File: config.mk
export PLATFORM = sky130hd
export DESIGN_NAME = clk_mgr
export DESIGN_NICKNAME = d
export VERILOG_FILES = /design/src/rtl/clk_mgr.sv
export SDC_FILE = /design/constraint.sdc
export NUM_CORES = 1
export LEC_CHECK = 0
export BUFFER_PORTS_ARGS = -buffer_cell sky130_fd_sc_hd__buf_2
export CORE_ASPECT_RATIO = 0.5
export CORE_MARGIN = 1.5
export CORE_UTILIZATION = 50
export CTS_CLUSTER_SIZE = 30
export DETAILED_ROUTE_END_ITERATION = 10
export PLACE_DENSITY = 0.78
export RECOVER_POWER = 50
export SLEW_MARGIN = 20
export SYNTH_ARGS = -nofsm -noshare
export SYNTH_HDL_FRONTEND = slang
export SYNTH_SLANG_ARGS = --single-unit
File: constraint.sdc
create_clock -name clk24_ref -period 2.81 [get_ports clk24_ref]
set_input_delay 0.562 -clock clk24_ref [delete_from_list [all_inputs] [get_ports clk24_ref]]
set_output_delay 0.562 -clock clk24_ref [all_outputs]
set_load 0.03 [all_outputs]
File: src/rtl/clk_mgr.sv
// rtl/clk_mgr.sv - PLL lock supervisor with staggered per-domain reset release
//
// Ports:
//   clk24_ref  in   1       free-running reference clock, independent of the PLL
//   rst_n      in   1       asynchronous active-low reset
//   pll_locked in   1       PLL lock flag, asynchronous to clk24_ref
//   pll_rst    out  1       active-high PLL reset
//   ch_rst_n   out  NUM_CH  per-domain active-low resets, released in ascending order
//   ready      out  1       all channels released and lock held
//   fail       out  1       lock failure latched
//   relock_cnt out  8       saturating count of lock losses after release began
//   state      out  3       current FSM state (debug)
//
// Optional feature macro: CLK_MGR_FAIL_LATCH_EN. When defined, the block gives
// up after MAX_RETRY consecutive lock timeouts and parks in FAIL (PLL held in
// reset) until rst_n. When undefined, lock attempts repeat forever and fail=0.
module clk_mgr #(
    parameter int NUM_CH        = 4,
    parameter int RST_CYCLES    = 4,
    parameter int LOCK_TIMEOUT  = 1024,
    parameter int STABLE_CYCLES = 64,
    parameter int STAGGER       = 8,
    parameter int MAX_RETRY     = 3
) (
    input  logic              clk24_ref,
    input  logic              rst_n,
    input  logic              pll_locked,
    output logic              pll_rst,
    output logic [NUM_CH-1:0] ch_rst_n,
    output logic              ready,
    output logic              fail,
    output logic [7:0]        relock_cnt,
    output logic [2:0]        state
);

    typedef enum logic [2:0] {
        PLL_RST   = 3'd0,
        WAIT_LOCK = 3'd1,
        STABLE    = 3'd2,
        RELEASE   = 3'd3,
        RUN       = 3'd4,
        FAIL      = 3'd5
    } state_t;

    // One shared cycle counter serves every timed state, so it must hold the
    // longest interval: PLL reset, lock timeout, stable window or the release
    // span (last channel is released at cycle (NUM_CH-1)*STAGGER).
    localparam int REL_LAST = (NUM_CH - 1) * STAGGER;
    localparam int MAX_A    = (RST_CYCLES > LOCK_TIMEOUT) ? RST_CYCLES : LOCK_TIMEOUT;
    localparam int MAX_B    = (STABLE_CYCLES > REL_LAST + 1) ? STABLE_CYCLES : REL_LAST + 1;
    localparam int MAX_P    = (MAX_A > MAX_B) ? MAX_A : MAX_B;
    localparam int CW       = (MAX_P > 1) ? $clog2(MAX_P) : 1;
    localparam int AW       = (MAX_RETRY > 1) ? $clog2(MAX_RETRY + 1) : 1;

    localparam logic [CW-1:0] RST_LAST_C    = CW'(RST_CYCLES - 1);
    localparam logic [CW-1:0] LOCK_LAST_C   = CW'(LOCK_TIMEOUT - 1);
    localparam logic [CW-1:0] STABLE_LAST_C = CW'(STABLE_CYCLES - 1);
    localparam logic [CW-1:0] REL_LAST_C    = CW'(REL_LAST);
`ifdef CLK_MGR_FAIL_LATCH_EN
    localparam logic [AW-1:0] RETRY_LAST_C  = AW'(MAX_RETRY - 1);
`endif

    logic [1:0]        sync_q;
    logic              lock_s;
    state_t            state_q, state_nxt;
    logic [CW-1:0]     cnt_q, cnt_nxt;
    logic [AW-1:0]     attempt_q, attempt_nxt;
    logic [7:0]        relock_q, relock_nxt;
    logic              pll_rst_q, pll_rst_nxt;
    logic [NUM_CH-1:0] ch_q, ch_nxt;
    logic              ready_q, ready_nxt;

    // pll_locked comes from the PLL's own domain; only lock_s is ever decoded.
    assign lock_s = sync_q[1];

    always_comb begin
        state_nxt   = state_q;
        cnt_nxt     = cnt_q;
        attempt_nxt = attempt_q;
        relock_nxt  = relock_q;

        unique case (state_q)
            PLL_RST: begin
                if (cnt_q == RST_LAST_C) begin
                    state_nxt = WAIT_LOCK;
                    cnt_nxt   = '0;
                end else begin
                    cnt_nxt = cnt_q + 1'b1;
                end
            end

            WAIT_LOCK: begin
                if (lock_s) begin
                    state_nxt = STABLE;
                    cnt_nxt   = '0;
                end else if (cnt_q == LOCK_LAST_C) begin
                    cnt_nxt = '0;
`ifdef CLK_MGR_FAIL_LATCH_EN
                    if (attempt_q == RETRY_LAST_C) begin
                        state_nxt = FAIL;
                    end else begin
                        state_nxt   = PLL_RST;
                        attempt_nxt = attempt_q + 1'b1;
                    end
`else
                    // Unlimited retries: the attempt count only saturates.
                    state_nxt = PLL_RST;
                    if (attempt_q != '1) begin
                        attempt_nxt = attempt_q + 1'b1;
                    end
`endif
                end else begin
                    cnt_nxt = cnt_q + 1'b1;
                end
            end

            STABLE: begin
                // A glitch here is not a failed attempt: go back to waiting
                // without pulsing the PLL and restart the stable window.
                if (!lock_s) begin
                    state_nxt = WAIT_LOCK;
                    cnt_nxt   = '0;
                end else if (cnt_q == STABLE_LAST_C) begin
                    state_nxt = RELEASE;
                    cnt_nxt   = '0;
                end else begin
                    cnt_nxt = cnt_q + 1'b1;
                end
            end

            RELEASE: begin
                if (!lock_s) begin
                    state_nxt = PLL_RST;
                    cnt_nxt   = '0;
                    if (relock_q != 8'hFF) begin
                        relock_nxt = relock_q + 1'b1;
                    end
                end else if (cnt_q == REL_LAST_C) begin
                    state_nxt   = RUN;
                    cnt_nxt     = '0;
                    attempt_nxt = '0;
                end else begin
                    cnt_nxt = cnt_q + 1'b1;
                end
            end

            RUN: begin
                if (!lock_s) begin
                    state_nxt = PLL_RST;
                    cnt_nxt   = '0;
                    if (relock_q != 8'hFF) begin
                        relock_nxt = relock_q + 1'b1;
                    end
                end
            end

            FAIL: begin
                state_nxt = FAIL;
            end

            default: begin
                state_nxt = PLL_RST;
                cnt_nxt   = '0;
            end
        endcase

        // Outputs are decoded from the next state so that, once registered,
        // they line up with the state register on the same edge.
        pll_rst_nxt = (state_nxt == PLL_RST) || (state_nxt == FAIL);
        ready_nxt   = (state_nxt == RUN);
        for (int i = 0; i < NUM_CH; i++) begin
            // Channel i opens at RELEASE cycle i*STAGGER; cnt_nxt is the
            // cycle index the registered value will be visible in.
            ch_nxt[i] = (state_nxt == RUN) ||
                        ((state_nxt == RELEASE) && (cnt_nxt >= CW'(i * STAGGER)));
        end
    end

    always_ff @(posedge clk24_ref or negedge rst_n) begin
        if (!rst_n) begin
            sync_q    <= '0;
            state_q   <= PLL_RST;
            cnt_q     <= '0;
            attempt_q <= '0;
            relock_q  <= '0;
            pll_rst_q <= 1'b1;
            ch_q      <= '0;
            ready_q   <= 1'b0;
        end else begin
            sync_q    <= {sync_q[0], pll_locked};
            state_q   <= state_nxt;
            cnt_q     <= cnt_nxt;
            attempt_q <= attempt_nxt;
            relock_q  <= relock_nxt;
            pll_rst_q <= pll_rst_nxt;
            ch_q      <= ch_nxt;
            ready_q   <= ready_nxt;
        end
    end

`ifdef CLK_MGR_FAIL_LATCH_EN
    logic fail_q;

    always_ff @(posedge clk24_ref or negedge rst_n) begin
        if (!rst_n) begin
            fail_q <= 1'b0;
        end else begin
            fail_q <= (state_nxt == FAIL);
        end
    end

    assign fail = fail_q;
`else
    assign fail = 1'b0;
`endif

    assign pll_rst    = pll_rst_q;
    assign ch_rst_n   = ch_q;
    assign ready      = ready_q;
    assign relock_cnt = relock_q;
    assign state      = state_q;

endmodule
==> results of run 1 <==
[kinds of logic (layout without fill, tap and decap cells)]
family / Yosys count / count (layout)
AO/OA/AOI/OAI: 36 / 36
XOR/XNOR: 7 / 7
adder cells (fa/ha/maj): 3 / 3
buffers and inverters: 12 / 35
flip-flops: 29 / 29
multiplexers: 3 / 3
other: 1 / 1
AND/OR/NAND/NOR: 65 / 65
[report_power, final]
group          switching (uW)  leakage (uW)  total [uW]  internal [uW]
sequential               88.3      0.000386         580            491
clock                     151     0.0000542         372            221
combinational             288      0.000359         451            162
[state kept, by name (all words and copies together) (netlist names)]
register    flops
ch_rst_n        4
pll_rst         1
relock_cnt      8
state           3
sync_q          2
cnt_q          10
ready           1
[synth_stat cells (2+ instances only)]
| library cell | number |
|---|---|
| o21ai_0 | 11 |
| mux2i_1 | 2 |
| nand4_1 | 5 |
| and4_1 | 2 |
| and3_1 | 4 |
| a21boi_0 | 2 |
| nor3_1 | 3 |
| or2_2 | 2 |
| clkbuf_1 | 4 |
| nand2_1 | 17 |
| nor2_1 | 10 |
| buf_2 | 2 |
| or3_1 | 2 |
| a211oi_1 | 3 |
| nand3_1 | 5 |
| inv_1 | 5 |
| nor4b_1 | 2 |
| a21oi_1 | 6 |
| and2_1 | 5 |
| ha_1 | 3 |
| dfrtp_1 | 28 |
| xnor2_1 | 4 |
| xor2_1 | 3 |
[layout make-up]
class                      count  area [um2]  area share (%)
multi-input combinational    115         753            42.9
sequential                    29         727            41.4
inverter                       5        18.8            1.07
clock inverter                 1        5.00           0.285
tap                           37        46.3            2.64
clock buffer                   7        96.3            5.49
timing repair buffer          22         109            6.20
[worst reg2reg max path, delay by kind of cell (launching register included)]
| family | cells | cell delay (ns) |
|---|---|---|
| compound gates | 3 | 0.64 |
| fa+ha+maj | 1 | 0.23 |
| buf+inv | 1 | 0.10 |
| flops | 1 | 0.40 |
| simple gates | 4 | 1.07 |
[routing by layer]
metal  wire [um]  vias to the layer above  share of wire [%]  track usage (%)
li1            -                      610                  -                -
met2        1390                       42                 45             33.3
met1        1480                      585                 48             26.1
met3         199                        4                6.5             6.09
met5           0                        -                  0                0
met4          18                        0               0.58             7.59
[timing repair]
action / in CTS / in global routing
setup endpoints to repair: 0 / 1
setup buffers: 0 / 3
resized for setup: 0 / 1
[path summary, 6_finish.rpt]
| check | from | endpoint |
|---|---|---|
| worst max-delay path | cnt_q[0]$_DFF_PN0_ | ch_rst_n[1]$_DFF_PN0_ |
| worst min-delay path | sync_q[0]$_DFF_PN0_ | sync_q[1]$_DFF_PN0_ |
| worst max register to register | cnt_q[0]$_DFF_PN0_ | ch_rst_n[1]$_DFF_PN0_ |
| worst min register to register | sync_q[0]$_DFF_PN0_ | sync_q[1]$_DFF_PN0_ |
| max in group asynchronous | rst_n | cnt_q[6]$_DFF_PN0_ |
| min in group asynchronous | rst_n | relock_cnt[7]$_DFFE_PN0P_ |
[stage by stage]
| step | cells | hold slack, ns |
|---|---|---|
| final | 216 | 0.355 |
| after detailed placement | 205 | 0.339 |
| after global routing | 216 | 0.370 |
| after CTS | 213 | 0.326 |
| after floorplan | 156 | 0.266 |
| after global placement | 205 | 0.335 |
==> reports/qor.yml, run 1 <==
status:
  outcome: "finished, violations left"
  violations: "capacitance limit, slew limit"
worst_setup_path:
  worstPathRequired_ns: 2.95
  r2r_cells: 9
  slowest_stage: "dfrtp_1"
  slowest_delay_ns: 0.40
  worstSetupPathType: "reg -> reg"
  worst_setup_path_end_kind: "register"
  path_depth: 9
  setup.worst_path.start_class: "register"
  crit_chain: "ha_1, and4_1, or3b_1, a22oi_4, nand2_1, a221oi_2, inv_1, nor3_1, a21oi_1"
  critPathArrivalTime_ns: 2.73
  crit_buf_inv: 1
  worstPathMaxFanout: 8
  rrSetupSlack_ns: 0.22
  cpLargestDelayFamily: "simple AND/OR/NAND/NOR gates"
grt:
  gr-usage-all-layers_pct: 20.6
  grt_max_degree: 30
  antenna_found_initial: 0
  grt_pass1_vias: 1188
  grt_pass1_wl_um: 5290
  grt_overflow: 0
detailed_routing:
  ant_nets: 0
  vias: 1241
  drc_errors: 0
  routed_via_density: 5.75
  firstDrtPassIters: 4
  wirelength_um: 3080
  routedWlPerCell_um: 14.3
  drt_iter0_markers: 73
clock_tree:
  clk_pin_slew_ns: 0.06
  htree_num_levels: 2
  cts_sinks: 29
  clock_latency_ns: 0.28
  ctsHoldBuffers: 0
  cts_tree: "yes"
  numCtsBuffers: 5
  cts-root-buf: "clkbuf_8"
  cts_max_path_buffers: 2
sta:
  max_clock_freq_mhz: 386
  worst_slack_ns: 0.218
  fin_crit_ns: 2.59
  setup_viol: 0
  tightest_slew_ns: 1.53
  max_slew_margin_pct: -2.25
  hold_viol: 0
  period_share_pct: 92.2
  fin_tns_setup_ns: 0
  fin_skew_ns: 0.00603
  rsz0062_at_grt: "no"
  slew_viol_final: 30
yosys:
  synth_compound_area_share_pct: 16.6
  synth_fa_ha_area_share_pct: 2.45
  syn_nets: 162
  yosysWarningCount: 0
  synth_seq_cells: 29
  synth_top_area_share_pct: 45.8
  async_reset_ff_share_pct: 100
  synth_ff_type: "dfrtp_1"
  synth_edf_count: 0
  synth_xor_area_share_pct: 4.01
  avgSynthCellArea_um2: 9.81
  synth_area_um2: 1530
  synthMuxAreaShare_pct: 2.04
  seq_area_frac_synth_pct: 47.5
  synth_top_family_by_area: "simple AND/OR/NAND/NOR gates"
  synth.area.top_cells: "dfrtp_1 46%, nand2_1 4.2%, o21ai_0 3.6%, ha_1 2.5%, nor2_1 2.5%"
  synth_area_leader_cell: "dfrtp_1"
  synth-simple-area-share_pct: 23.8
  yosysUniqueCellTypes: 49
  synthCells: 156
die:
  rows: 13
  coreArea_um2: 2750
  pin_count: 21
  die_h_um: 42.1
  initial_core_util_pct: 55.7
  die_w_um: 81.2
  die_area_um2: 3420
placement:
  placed_area_um2: 1640
  dp_hpwl_um: 2170
  gp_congestion: 0.815
  preCtsSetupSlack_ns: 0.185
  place.port_buffers: 19
worst_hold_path:
  min_path_cells: 0
  hp-class: "reg -> reg"
layout:
  final_common_cell: "dfrtp_1"
  syn2layout_area_growth_pct: 14.7
  antenna_cells: 0
  fillers: 226
  fin_area_um2: 1760
  layout.nets: 184
  mostFrequentLayoutCells: "28 x dfrtp_1, 17 x nand2_1, 12 x buf_2"
  drive_gt1_share_pct: 17.9
  fin_util_pct: 63.9
run:
  drv_cap: 1
pwr:
  p_per_area_nw_per_um2: 799
  peakVddDrop_mv: 0.356
  leakage_uw: 0.000800
  totalPowerFinal_uw: 1400
Note: power is estimated with default switching activity, not from simulation.
==> run 2: changes to the inputs <==
--- a/config.mk
+++ b/config.mk
@@ -6,12 +6,14 @@
 export NUM_CORES = 1
 export LEC_CHECK = 0
 export BUFFER_PORTS_ARGS = -buffer_cell sky130_fd_sc_hd__buf_2
+export CELL_PAD_IN_SITES_DETAIL_PLACEMENT = 2
+export CELL_PAD_IN_SITES_GLOBAL_PLACEMENT = 2
 export CORE_ASPECT_RATIO = 0.5
-export CORE_MARGIN = 1.5
-export CORE_UTILIZATION = 50
+export CORE_MARGIN = 2
+export CORE_UTILIZATION = 35
 export CTS_CLUSTER_SIZE = 30
 export DETAILED_ROUTE_END_ITERATION = 10
-export PLACE_DENSITY = 0.78
+export PLACE_DENSITY = 0.84
 export RECOVER_POWER = 50
 export SLEW_MARGIN = 20
 export SYNTH_ARGS = -nofsm -noshare
==> run 2 against run 1 <==
Effect of this change: the run still ends with capacitance limit, slew limit left; largest cell class unchanged; sequential power increased by 2%; utilization decreased by 20 points; die area increased by 45%; highest routed layer unchanged; largest power group unchanged.
==> reports/qor.yml, run 2 (synthesis gave the netlist of run 1 again) <==
worst_setup_path:
  critPathArrivalTime_ns: 2.80
  slowest_delay_ns: 0.42
  worst_setup_path_end_kind: "register"
  r2r_cells: 9
  worstSetupPathType: "reg -> reg"
  worstPathRequired_ns: 2.97
  crit_end: "ch_rst_n[1]$_DFF_PN0_"
  crit_chain: "ha_2, and4_1, or3b_1, a22oi_4, buf_4, a21boi_0, o22a_1, nor4_4, a21oi_1"
  r2r-end: "ch_rst_n[1]$_DFF_PN0_"
  rr_startpoint: "cnt_q[0]$_DFF_PN0_"
  setup.worst_path.start_class: "register"
  startpoint: "cnt_q[0]$_DFF_PN0_"
  rrSetupSlack_ns: 0.17
  slowest_stage: "dfrtp_1"
  worstPathMaxFanout: 6
detailed_routing:
  drt_iter0_markers: 30
  routedWlPerCell_um: 20.3
  routed_via_density: 5.65
  drc_errors: 0
  ant_nets: 0
  wirelength_um: 4740
  vias: 1321
  firstDrtPassIters: 4
clock_tree:
  clock_latency_ns: 0.29
  ctsHoldBuffers: 0
  cts_max_path_buffers: 2
  cts_tree: "yes"
  clk_pin_slew_ns: 0.07
  cts-root-buf: "clkbuf_8"
  cts_sinks: 29
  numCtsBuffers: 5
  htree_num_levels: 2
die:
  pin_count: 21
  rows: 16
  initial_core_util_pct: 37.8
  die_area_um2: 4950
  die_h_um: 50.8
  coreArea_um2: 4040
  die_w_um: 97.5
layout:
  final_common_cell: "dfrtp_1"
  fin_util_pct: 44.3
  syn2layout_area_growth_pct: 17.1
  drive_gt1_share_pct: 21.1
  mostFrequentLayoutCells: "28 x dfrtp_1, 17 x nand2_1, 12 x buf_2"
  fillers: 449
  final_cells: 234
  largest_register_ff_count: 10
  antenna_cells: 0
  regMostFlops: "cnt_q"
  layout.nets: 185
placement:
  dp_hpwl_um: 3260
  place_inst: 224
  place.port_buffers: 19
  gp_congestion: 0.819
sta:
  tightest_slew_ns: 1.58
  slew_viol_final: 30
  fin_tns_setup_ns: 0
  setup_viol: 0
  max_clock_freq_mhz: 379
  rsz0062_at_grt: "yes"
  fin_skew_ns: 0.00565
  fin_crit_ns: 2.64
  hold_viol: 0
  max_slew_margin_pct: -5.40
  period_share_pct: 93.9
grt:
  grt-busiest-layer: "met2"
  use_met1_pct: 24.4
  grt_pass1_vias: 1489
  grt_max_degree: 30
  grt_overflow: 0
  grt_pass1_wl_um: 7900
  antenna_found_initial: 0
  use_met3_pct: 5.99
  gr-usage-all-layers_pct: 21.2
  grtUsageMet2_pct: 38.2
status:
  outcome: "finished, violations left"
  violations: "capacitance limit, slew limit"
run:
  drv_cap: 1
pwr:
  leakage_uw: 0.000798
  p_per_area_nw_per_um2: 795
  peakVddDrop_mv: 0.244
worst_hold_path:
  hp-class: "in -> reg"
[run 2: layer usage]
| layer | vias up | wire length [um] |
|---|---|---|
| met5 | - | 0 |
| met4 | 0 | 100 |
| met3 | 7 | 179 |
| met2 | 38 | 2400 |
| met1 | 671 | 2060 |
| li1 | 605 | - |
[run 2: cell type report]
class	instances	area [um2]	area share, %
multi-input combinational	115	776	43.3
sequential	29	727	40.6
timing repair buffer	23	116	6.49
clock buffer	5	68.8	3.84
tap	54	67.6	3.77
inverter	5	18.8	1.05
clock inverter	3	17.5	0.978
[run 2: stage by stage]
stage	hold slack [ns]	power, uW	cell area [um2]	setup WS, ns
after floorplan	0.266	902	1530	0.436
after detailed placement	0.366	1050	1680	0.0982
final	0.374	1420	1790	0.170
after CTS	0.316	1430	1790	0.0425
after global routing	0.372	1510	1790	-0.0219
after global placement	0.335	1010	1680	0.233
[run 2: critical path: cells and delay by family, from the launching register on]
family	cells	cell delay [ns]
adder cells (fa/ha/maj)	1	0.24
AO/OA/AOI/OAI	4	0.68
buffers and inverters	1	0.19
AND/OR/NAND/NOR	3	0.98
flip-flops	1	0.42
[run 2: worst min-delay path by stage]
| stage | startpoint | endpoint | slack (ns) | depth (start not counted) |
|---|---|---|---|---|
| floorplan | rst_n | ch_rst_n[0]$_DFF_PN0_ | 0.27 | 0 |
| finish | pll_locked | sync_q[0]$_DFF_PN0_ | 0.37 | 1 |
| global placement | sync_q[0]$_DFF_PN0_ | sync_q[1]$_DFF_PN0_ | 0.33 | 0 |
| CTS | rst_n | relock_cnt[2]$_DFFE_PN0P_ | 0.32 | 1 |
| detailed placement | sync_q[0]$_DFF_PN0_ | sync_q[1]$_DFF_PN0_ | 0.37 | 0 |
| global route | sync_q[0]$_DFF_PN0_ | sync_q[1]$_DFF_PN0_ | 0.37 | 0 |
[run 2: power by group]
group          internal (uW)  switching, uW
clock network            171            174
logic                    163            323
registers                491            102
[run 2: what timing repair did]
| action | 4_1_cts | 5_1_grt |
|---|---|---|
| pin swaps | 1 | 1 |
| resized for setup | 2 | 4 |
| endpoints found under the setup margin | 1 | 4 |
| buffers inserted | 2 | 0 |
